`src/rtl/wb_port_arbiter_pkg.sv`:
```
// Shared widths, constants and the starvation FSM encoding for the
// writeback port arbiter.
package wb_port_arbiter_pkg;

  localparam int AW = 5;
  localparam int DW = 32;

  localparam logic [AW-1:0] ZERO_REG = '0;

  typedef enum logic [1:0] {
    ST_IDLE,
    ST_WAIT,
    ST_STALL
  } starve_state_e;

  function automatic logic addr_hit(input logic en, input logic [AW-1:0] a,
                                    input logic [AW-1:0] b);
    return en && (a == b);
  endfunction

endpackage

```
`src/rtl/wb_late_fifo.sv`:
```
// Late-write FIFO: each entry carries a valid bit that two CAM ports can
// clear, so stale writes are dropped at the head instead of written.
module wb_late_fifo
  import wb_port_arbiter_pkg::*;
#(
  parameter int DEPTH = 4
) (
  input  logic                       clk,
  input  logic                       rst,
  input  logic                       push_i,
  input  logic                       push_valid_i,
  input  logic [AW-1:0]              push_addr_i,
  input  logic [DW-1:0]              push_data_i,
  input  logic                       pop_i,
  input  logic                       clr0_en_i,
  input  logic [AW-1:0]              clr0_addr_i,
  input  logic                       clr1_en_i,
  input  logic [AW-1:0]              clr1_addr_i,
  output logic [AW-1:0]              head_addr_o,
  output logic [DW-1:0]              head_data_o,
  output logic                       head_valid_o,
  output logic [$clog2(DEPTH):0]     count_o
);

  localparam int PW = $clog2(DEPTH);

  logic [AW-1:0]    addr_q [DEPTH];
  logic [DW-1:0]    data_q [DEPTH];
  logic [DEPTH-1:0] valid_q, valid_d;
  logic [PW-1:0]    wptr_q, rptr_q;
  logic [PW:0]      count_q;

  always_comb begin
    valid_d = valid_q;
    for (int i = 0; i < DEPTH; i++) begin
      if (addr_hit(clr0_en_i, clr0_addr_i, addr_q[i]) ||
          addr_hit(clr1_en_i, clr1_addr_i, addr_q[i]))
        valid_d[i] = 1'b0;
    end
    if (push_i) valid_d[wptr_q] = push_valid_i;
  end

  always_ff @(posedge clk or posedge rst) begin
    if (rst) begin
      valid_q <= '0;
      wptr_q  <= '0;
      rptr_q  <= '0;
      count_q <= '0;
    end else begin
      valid_q <= valid_d;
      if (push_i) wptr_q <= wptr_q + 1'b1;
      if (pop_i)  rptr_q <= rptr_q + 1'b1;
      case ({push_i, pop_i})
        2'b10:   count_q <= count_q + 1'b1;
        2'b01:   count_q <= count_q - 1'b1;
        default: count_q <= count_q;
      endcase
    end
  end

  // NOTE: payload storage is deliberately not reset; the valid bits and count
  // already guarantee nothing stale is ever read out.
  always_ff @(posedge clk) begin
    if (push_i) begin
      addr_q[wptr_q] <= push_addr_i;
      data_q[wptr_q] <= push_data_i;
    end
  end

  assign head_addr_o  = addr_q[rptr_q];
  assign head_data_o  = data_q[rptr_q];
  assign head_valid_o = (count_q != '0) && valid_q[rptr_q];
  assign count_o      = count_q;

endmodule

```
`src/rtl/wb_port_arbiter.sv`:
```
// Shares the two register-file write ports between the in-order pipes and a
// queued late-result source, cancelling stale late writes and forcing bubbles.
module wb_port_arbiter
  import wb_port_arbiter_pkg::*;
#(
  parameter int DEPTH        = 4,
  parameter int STARVE_LIMIT = 8
) (
  input  logic          clk,
  input  logic          rst,
  input  logic          p0_w_ena,
  input  logic [AW-1:0] p0_w_addr,
  input  logic [DW-1:0] p0_w_data,
  input  logic          p1_w_ena,
  input  logic [AW-1:0] p1_w_addr,
  input  logic [DW-1:0] p1_w_data,
  input  logic          lr_valid,
  output logic          lr_ready,
  input  logic [AW-1:0] lr_addr,
  input  logic [DW-1:0] lr_data,
  output logic          rf_we0,
  output logic [AW-1:0] rf_waddr0,
  output logic [DW-1:0] rf_wdata0,
  output logic          rf_we1,
  output logic [AW-1:0] rf_waddr1,
  output logic [DW-1:0] rf_wdata1,
  output logic          wb_stall
);

  localparam int CNTW = $clog2(DEPTH) + 1;
  localparam int SW   = $clog2(STARVE_LIMIT + 1);
  localparam logic [SW-1:0] LIMIT = SW'(STARVE_LIMIT);

  logic            e0, e1, we0_pipe;
  logic            free0, free1, any_free;
  logic [AW-1:0]   head_addr;
  logic [DW-1:0]   head_data;
  logic            head_valid, head_live, fifo_empty;
  logic [CNTW-1:0] count;
  logic            drain, pop, bypass, push, push_valid;
  logic            late_go, late_p0, late_p1, blocked;
  logic [AW-1:0]   late_addr;
  logic [DW-1:0]   late_data;

  starve_state_e   state_q, state_d;
  logic [SW-1:0]   cnt_q, cnt_d, cnt_inc;

  // p1 is the younger instruction, so on a same-address collision it wins.
  assign e0       = p0_w_ena && (p0_w_addr != ZERO_REG);
  assign e1       = p1_w_ena && (p1_w_addr != ZERO_REG);
  assign we0_pipe = e0 && !(e1 && (p0_w_addr == p1_w_addr));
  assign free1    = !e1;
  assign free0    = !we0_pipe;
  assign any_free = free1 || free0;

  function automatic logic pipe_hit(input logic [AW-1:0] a);
    return addr_hit(we0_pipe, p0_w_addr, a) || addr_hit(e1, p1_w_addr, a);
  endfunction

  wb_late_fifo #(.DEPTH(DEPTH)) u_fifo (
    .clk          (clk),
    .rst          (rst),
    .push_i       (push),
    .push_valid_i (push_valid),
    .push_addr_i  (lr_addr),
    .push_data_i  (lr_data),
    .pop_i        (pop),
    .clr0_en_i    (we0_pipe),
    .clr0_addr_i  (p0_w_addr),
    .clr1_en_i    (e1),
    .clr1_addr_i  (p1_w_addr),
    .head_addr_o  (head_addr),
    .head_data_o  (head_data),
    .head_valid_o (head_valid),
    .count_o      (count)
  );

  assign fifo_empty = (count == '0);
  assign head_live  = head_valid && !pipe_hit(head_addr);
  assign drain      = head_live && any_free;
  // An already-invalid head leaves without consuming a port.
  assign pop        = (!fifo_empty && !head_valid) || drain;

  assign lr_ready   = (count < CNTW'(DEPTH));
  assign bypass     = fifo_empty && any_free && lr_valid &&
                      (lr_addr != ZERO_REG) && !pipe_hit(lr_addr);
  assign push       = lr_valid && lr_ready && !bypass;
  assign push_valid = (lr_addr != ZERO_REG) && !pipe_hit(lr_addr);

  assign late_go   = drain || bypass;
  assign late_addr = drain ? head_addr : lr_addr;
  assign late_data = drain ? head_data : lr_data;
  assign late_p1   = late_go && free1;
  assign late_p0   = late_go && !free1;

  assign rf_we1    = !rst && (e1 || late_p1);
  assign rf_waddr1 = e1 ? p1_w_addr : late_addr;
  assign rf_wdata1 = e1 ? p1_w_data : late_data;
  assign rf_we0    = !rst && (we0_pipe || late_p0);
  assign rf_waddr0 = we0_pipe ? p0_w_addr : late_addr;
  assign rf_wdata0 = we0_pipe ? p0_w_data : late_data;

  assign blocked = head_live && !any_free;
  assign cnt_inc = cnt_q + 1'b1;

  // The counter reaching the limit on a blocked cycle arms the stall for the
  // following cycle, so upstream sees wb_stall after exactly LIMIT blocked cycles.
  always_comb begin
    state_d = state_q;
    cnt_d   = cnt_q;
    case (state_q)
      ST_IDLE: begin
        if (blocked) begin
          cnt_d   = SW'(1);
          state_d = (SW'(1) == LIMIT) ? ST_STALL : ST_WAIT;
        end
      end
      ST_WAIT: begin
        if (pop || fifo_empty) begin
          state_d = ST_IDLE;
          cnt_d   = '0;
        end else if (blocked) begin
          cnt_d = cnt_inc;
          if (cnt_inc == LIMIT) state_d = ST_STALL;
        end
      end
      ST_STALL: begin
        if (pop || fifo_empty) begin
          state_d = ST_IDLE;
          cnt_d   = '0;
        end
      end
      default: begin
        state_d = ST_IDLE;
        cnt_d   = '0;
      end
    endcase
  end

  always_ff @(posedge clk or posedge rst) begin
    if (rst) begin
      state_q <= ST_IDLE;
      cnt_q   <= '0;
    end else begin
      state_q <= state_d;
      cnt_q   <= cnt_d;
    end
  end

  assign wb_stall = (state_q == ST_STALL);

endmodule
```
`config.mk`:
```
export PLATFORM = sky130hd
export DESIGN_NAME = wb_port_arbiter
export DESIGN_NICKNAME = d
export VERILOG_FILES = /design/src/rtl/wb_port_arbiter_pkg.sv /design/src/rtl/wb_late_fifo.sv /design/src/rtl/wb_port_arbiter.sv
export SDC_FILE = /design/constraint.sdc
export NUM_CORES = 1
export LEC_CHECK = 0
export CORE_UTILIZATION = 50
export DETAILED_ROUTE_END_ITERATION = 12
export GPL_TIMING_DRIVEN = 0
export PLACE_DENSITY = 0.79
export SKIP_LAST_GASP = 1
export SLEW_MARGIN = 20
export SYNTH_ARGS = -nofsm -noshare
export SYNTH_HDL_FRONTEND = slang
export SYNTH_SLANG_ARGS = --single-unit
```
`constraint.sdc`:
```
create_clock -name clk -period 12 [get_ports clk]
set_input_delay 3.6 -clock clk [delete_from_list [all_inputs] [get_ports clk]]
set_output_delay 3.6 -clock clk [all_outputs]
set_load 0.03 [all_outputs]
```
== Yosys cells after proc, flatten, opt, wreduce, memory -nomap -nowiden ==
Memory sizes are Yosys's and may differ from the RTL's.
Index checks and enable logic that the tools add are counted.

* Bits in registers: 17
* Bits of input ports: 116
* Bits in latches: 0
* ROM bits: 0
* Bits in writable memories: 148
* Memories kept: 2
* Logic and storage cells: 133

{| class="wikitable"
|+ Memory list
! name !! words !! bits a word !! read ports !! clocked after Yosys merged registers in !! write ports !! line !! RTL
|-
| u_fifo.data_q || 4 || 32 || 1 || 0 || 1 || wb_late_fifo.sv:28 || <nowiki>logic [DW-1:0] data_q [DEPTH];</nowiki>
|-
| u_fifo.addr_q || 4 || 5 || 5 || 0 || 1 || wb_late_fifo.sv:27 || <nowiki>logic [AW-1:0] addr_q [DEPTH];</nowiki>
|}

* $lt $le $gt $ge: 4
* Bitwise operators: 0
* Eq/ne operators: 22
* Reductions and logical operators: 64
* Shifts and indexed selects: 0
* Mux-type cells: 30
* Divide/modulo/power cells: 0
* Add/sub/neg operators: 5
* Multiply operators: 0

{| class="wikitable"
|+ Operators with widths
! cell !! number
|-
| 2-to-1 mux 32 bit || 3
|-
| equality test 5 bit || 13
|-
| logical AND 1 bit || 33
|-
| 2-to-1 mux 4 bit || 5
|-
| 2-to-1 mux 5 bit || 3
|-
| nonzero test 5 bit || 3
|-
| logical OR 1 bit || 12
|-
| case mux 4 bit (3 select lines) || 1
|-
| zero test 1 bit || 10
|-
| 2-to-1 mux 2 bit || 5
|-
| 2-to-1 mux 1 bit || 8
|-
| less-than comparator 2 x 3 -> 1 bit (second input constant) || 2
|-
| inequality test 3 bit (second input constant) || 2
|-
| case mux 2 bit (3 select lines) || 1
|-
| case mux 3 bit (2 select lines) || 1
|-
| adder 2 x 1 -> 2 bit (second input constant) || 2
|-
| adder 4 x 1 -> 4 bit (second input constant) || 1
|-
| bitwise mux 4 bit || 1
|-
| equality test 2 x 1 -> 1 bit (second input constant) || 2
|-
| equality test 2 bit (second input constant) || 2
|-
| equality test 4 bit (second input constant) || 1
|-
| AND reduction 4 bit || 1
|-
| adder 3 x 1 -> 3 bit (second input constant) || 1
|-
| zero test 3 bit || 1
|-
| 11 further kinds || 11
|}

== Depth between registers and ports, before layout ==
Gate-level depths: netlist of run 1.

* Depth in word-level cells: 15
* Mapped depth: 15
* Gate-level depth less buffers: 12

== By module ==
From an unflattened synthesis of run 1, not the netlist that was laid out.

* Cells, all modules: 656
* Area, all modules: 8767.2 sq um

{| class="wikitable"
|+ By module, submodules not included
! module !! cells an instance !! area each (sq um) !! seq. area each (sq um) !! instances
|-
| wb_late_fifo || 297 || 6372.4 || 4719.5 || 1
|-
| wb_port_arbiter || 359 || 2394.8 || 150.1 || 1
|}

== Worst setup path before layout of run 1 ==
Ideal clock, no wire load.

* Path type: in2out
* Start: in p1_w_addr[0]
* End: out rf_waddr1[4]
* Buffers on the path: 4
* Arrival: 6.230 ns
* Stages: 11
* Path slack: 2.170 ns
* Data required time: 8.400 ns
* Path through: buf_2 -> or4_4 -> o21a_1 -> buf_2 -> nand3_1 -> or4b_4 -> and3_4 -> buf_6 -> buf_6 -> mux2i_1 -> a21oi_1

* Cells in the longest elaborated chain, start to end: 12
* Elaborated cells between the ends (all ways): 18
* Classes of those cells: eq/ne (2); mux (2); reduce/logical (14)

{| class="wikitable"
|+ Ends and longest elaborated chain
! element !! line !! RTL
|-
| start: declaration || wb_port_arbiter.sv:15 || <nowiki>input logic [AW-1:0] p1_w_addr,</nowiki>
|-
| nonzero test 5 bit || wb_port_arbiter.sv:50 || <nowiki>assign e1 = p1_w_ena && (p1_w_addr != ZERO_REG);</nowiki>
|-
| logical AND 1 bit || wb_port_arbiter.sv:50 ||
|-
| logical AND 1 bit || wb_port_arbiter.sv:51 || <nowiki>assign we0_pipe = e0 && !(e1 && (p0_w_addr == p1_w_addr));</nowiki>
|-
| zero test 1 bit || wb_port_arbiter.sv:51 ||
|-
| logical AND 1 bit || wb_port_arbiter.sv:51 ||
|-
| logical AND 1 bit || wb_port_arbiter_pkg.sv:18 || <nowiki>return en && (a == b);</nowiki>
|-
| logical OR 1 bit || wb_port_arbiter.sv:57 || <nowiki>return addr_hit(we0_pipe, p0_w_addr, a) || addr_hit(e1, p1_w_addr, a);</nowiki>
|-
| zero test 1 bit || wb_port_arbiter.sv:79 || <nowiki>assign head_live = head_valid && !pipe_hit(head_addr);</nowiki>
|-
| logical AND 1 bit || wb_port_arbiter.sv:79 ||
|-
| logical AND 1 bit || wb_port_arbiter.sv:80 || <nowiki>assign drain = head_live && any_free;</nowiki>
|-
| 2-to-1 mux 5 bit || wb_port_arbiter.sv:91 || <nowiki>assign late_addr = drain ? head_addr : lr_addr;</nowiki>
|-
| 2-to-1 mux 5 bit * || wb_port_arbiter.sv:97 || <nowiki>assign rf_waddr1 = e1 ? p1_w_addr : late_addr;</nowiki>
|-
| end: declaration || wb_port_arbiter.sv:25 || <nowiki>output logic [AW-1:0] rf_waddr1,</nowiki>
|}

Every way passes the cells marked *; elsewhere a longest branch is shown, timed or not.

== Final worst setup path of run 1 ==
* Start: in p1_w_addr[2]
* End: out rf_wdata1[31]

* Cells in the longest elaborated chain, start to end: 12
* Elaborated cells between the ends (all ways): 18
* Classes of those cells: eq/ne (2); mux (2); reduce/logical (14)

{| class="wikitable"
|+ Ends and longest elaborated chain
! element !! line !! RTL
|-
| nonzero test 5 bit || wb_port_arbiter.sv:50 ||
|-
| logical AND 1 bit || wb_port_arbiter.sv:50 ||
|-
| logical AND 1 bit || wb_port_arbiter.sv:51 ||
|-
| zero test 1 bit || wb_port_arbiter.sv:51 ||
|-
| logical AND 1 bit || wb_port_arbiter.sv:51 ||
|-
| logical AND 1 bit || wb_port_arbiter_pkg.sv:18 ||
|-
| logical OR 1 bit || wb_port_arbiter.sv:57 ||
|-
| zero test 1 bit || wb_port_arbiter.sv:79 ||
|-
| logical AND 1 bit || wb_port_arbiter.sv:79 ||
|-
| logical AND 1 bit || wb_port_arbiter.sv:80 ||
|-
| 2-to-1 mux 32 bit || wb_port_arbiter.sv:92 || <nowiki>assign late_data = drain ? head_data : lr_data;</nowiki>
|-
| 2-to-1 mux 32 bit * || wb_port_arbiter.sv:98 || <nowiki>assign rf_wdata1 = e1 ? p1_w_data : late_data;</nowiki>
|-
| end: declaration || wb_port_arbiter.sv:26 || <nowiki>output logic [DW-1:0] rf_wdata1,</nowiki>
|}

Marked as above.

==> results of run 1 <==
cell type report:
type | instances | area [µm²] | share of cell area (%)
flip-flops and latches | 165 | 4870 | 41.83
multi-input cells | 338 | 3742 | 32.14
repair buffers | 187 | 1919 | 16.49
clock buffers | 17 | 425.4 | 3.654
well taps | 225 | 281.5 | 2.418
plain buffers | 36 | 214.0 | 1.838
clock inverters | 15 | 148.9 | 1.279
inverters | 11 | 41.29 | 0.3546
critical path, stage by stage:
cell and delay [ps]:
clkbuf_1 300, or4_4 520, o21a_1 170, buf_2 190
a31oi_2 720, nand2_2 250, and3_4 240, buf_6 130
buf_8 150, mux2_4 320, mux2_4 260, clkdlybuf4s50_1 630
synth_stat cells, types with 2 or more instances:
cell and n:
mux4_2 37, buf_6 3, xor2_1 36, buf_2 6
a31oi_1 2, a211o_1 2, a32o_1 2, nand2_1 7
mux2_4 62, dfrtp_1 17, edfxtp_1 148, nand3_1 15
nor2b_1 3, mux2_2 47, nand4_1 10, or4_1 2
mux2i_1 4, a21oi_1 3, xnor2_1 36, nand2b_1 2
and3_1 2, nor3_1 13, o21a_1 3, clkbuf_1 21
buf_8 4, nor4_1 3, o21ai_0 10, nor2_1 7
ha_1 6, inv_1 10, and2_1 5
cell usage in the layout (no fill, tap or decap), drive strengths merged, types with 4 or more instances in the layout:
cell type	n
buf	19
dfrtp	17
clkdlybuf4s50	183
clkbuf	38
mux2i	4
ha	6
nand2	8
nor3	13
nand4	10
edfxtp	148
nor2	7
mux2	109
xor2	36
mux4	38
nand3	15
and2	5
inv	21
xnor2	36
clkinv	5
o21ai	11
worst max path at each step:
| stage | slack (ps) | to |
|---|---|---|
| after global placement | 1010 | rf_wdata1[31] |
| after global routing | 760 | rf_wdata1[31] |
| after CTS | 910 | rf_wdata1[31] |
| after detailed placement | 920 | rf_wdata1[31] |
| final | 900 | rf_wdata1[31] |
| after floorplan | 2170 | rf_waddr1[4] |
through the flow:
stage / utilization (%) / hold WS, ps / cells
4_1_cts: 67.31 / 469.3 / 994
5_1_grt: 67.31 / 504.7 / 994
6_report: 67.31 / 465.9 / 994
2_1_floorplan: - / 430.1 / 550
3_3_place_gp: 63.45 / 447.4 / 958
3_5_place_dp: 63.99 / 460.3 / 962
cells by family after synthesis:
kind of cell | Yosys count | share of synthesized area, %
AOI/OAI and AO/OA | 32 | 2.513
xor gates and xnor gates | 72 | 7.116
adders and majority gates | 7 | 1.073
buffers and inverters | 47 | 2.880
DFF | 165 | 54.95
muxes | 151 | 26.63
and+or+nand+nor | 76 | 4.843
state kept, by name, indices dropped and copies added (netlist names):
name	flops
u_fifo.wptr_q	2
u_fifo.rptr_q	2
state_q	2
u_fifo.data_q	128
u_fifo.count_o	3
cnt_q	4
u_fifo.valid_q	4
u_fifo.addr_q	20
power groups by stage:
stage / Combinational [µW] / Clock (µW) / Sequential (µW)
2_1_floorplan: 970 / 0 / 773
3_3_place_gp: 1330 / 0 / 783
3_5_place_dp: 1370 / 0 / 785
4_1_cts: 1380 / 531 / 774
5_1_grt: 1450 / 557 / 782
6_report: 1370 / 526 / 774
layer usage:
layer  wire [µm]  global-route usage, %
met5          13                      0
met4         340                  7.553
met3        1441                  5.799
met2       11420                  42.65
met1        8667                  31.51
==> run summary, run 1 <==
Worst Setup End Kind -> primary output
Worst EP arrival -> 7500 ps
CTS Sinks -> 165
H-tree depth -> 4
HP Start -> state_q[1]
Power Dens Cells -> 229.6 nW/µm²
Final Hold Viols -> 0
Worst EP required -> 8400 ps
DPL Wire Length -> 15.53 mm
Status -> complete, no violations
Drt drc -> 0
Yosys reg bits -> 165
Num CTS Buffers -> 17
Register share of total power -> 29.0%
Placed cell area -> 11070 µm²
Mapped Avg Cell Area -> 16.11 µm²
Cells after Synth -> 550
Final setup viols -> 0
R2R cell count -> 13
Top FF cell, synth -> edfxtp_1
Post-synth top area share -> 50.15%
Post-synth ARST share -> 10.30%
Highest Clock Rate -> 0.09006 GHz
FF-to-FF setup slack -> 8520 ps
Final ANT Viol Nets -> 0
Chip height -> 135.1 µm
Congestion Overflow GR -> 0
Initial Util -> 51.24%
Unique masters post-synth -> 53
Hold path cells -> 1
CTS max path bufs -> 2
Worst Skew -> 15.45 ps
Hold path endpoint -> state_q[0]
Crit path max fanout -> 10
Yosys warns -> 0
Crit Reg-Reg Startpoint -> u_fifo.rptr_q[1]
Core region area -> 17300 µm²
Mapped cell area -> 8862 µm²
Die X -> 135.1 µm
Number of global-route vias before repair -> 5935
Root buf cell -> clkbuf_16
Cts hold-fix bufs -> 0
PnR worst setup slack -> 896.1 ps
Routed vias/inst -> 5.671
Setup_tns -> 0 ps
MaxCap Viol Count -> 0
IO Count -> 194
Gpl congestion -> 0.8282
Total Power -> 2673 µW
Die area -> 18260 µm²
Initial antenna violation count -> 1
Cell Rows -> 48
Cell taking the most area after synthesis -> edfxtp_1
TritonRoute pass-1 iters -> 4
Diode count -> 0
Layout area overhead -> 31.37%
Worst IR Drop VDD -> 139.9 µV
Crit Path Class -> in -> out
Slew headroom -> 36.04%
Unrepaired setup endpoints after global routing -> false
Worst Tran Pin Value -> 956.4 ps
Worst setup path start -> p1_w_addr[2]
Net switching power -> 978.5 µW
Period utilization -> 92.53%
GRT Total Usage -> 24.94%
CTS resizes -> 0
Cell area after layout -> 11640 µm²
Seq/Total Area, Yosys -> 54.95%
Fillcell total -> 1155
Post-Syn Nets -> 673
WL final -> 21.89 mm
Sw Ratio -> 36.61%
1st-iter DRT viols -> 385
Worst-path clk slew -> 70 ps
Hold Path Class -> reg -> reg
Gate power share -> 51.4%
Static leakage -> 0.004135 µW
Port bufs -> 183
Largest net degree at the start of global routing -> 25
CTS tree -> built
Clock share of power -> 19.7%
Final Critical Period -> 11100 ps
Layout cells sized above 1 -> 26.79%
Number of synthesized flops with an enable pin -> 148
Post-Place Worst Slack -> 915.2 ps
Crit path launch type -> input pin
Nets -> 879
# Post-CTS Setup Buffers -> 0
Pint -> 1694 µW
Wire per inst -> 22.02 µm
RR Endpoint -> u_fifo.count_o[2]
Final Max Slew Viols -> 0
Global-route wire length before repair -> 33.38 mm
Worst skew pair latency -> 430 ps
Ranking of synthesized cells by area -> edfxtp_1 (50%), mux2_4 (11%), mux4_2 (9.4%)
Vias -> 5637
Note: power is estimated with default switching activity, not from simulation.
==> run 2, diff against run 1 <==
--- a/config.mk
+++ b/config.mk
@@ -8,6 +8,7 @@
 export CORE_UTILIZATION = 50
 export DETAILED_ROUTE_END_ITERATION = 12
 export GPL_TIMING_DRIVEN = 0
+export HOLD_SLACK_MARGIN = 0.1
 export PLACE_DENSITY = 0.79
 export SKIP_LAST_GASP = 1
 export SLEW_MARGIN = 20
==> results of run 2 <==
No change in the layout: final DEF, timing and power equal those of run 1.
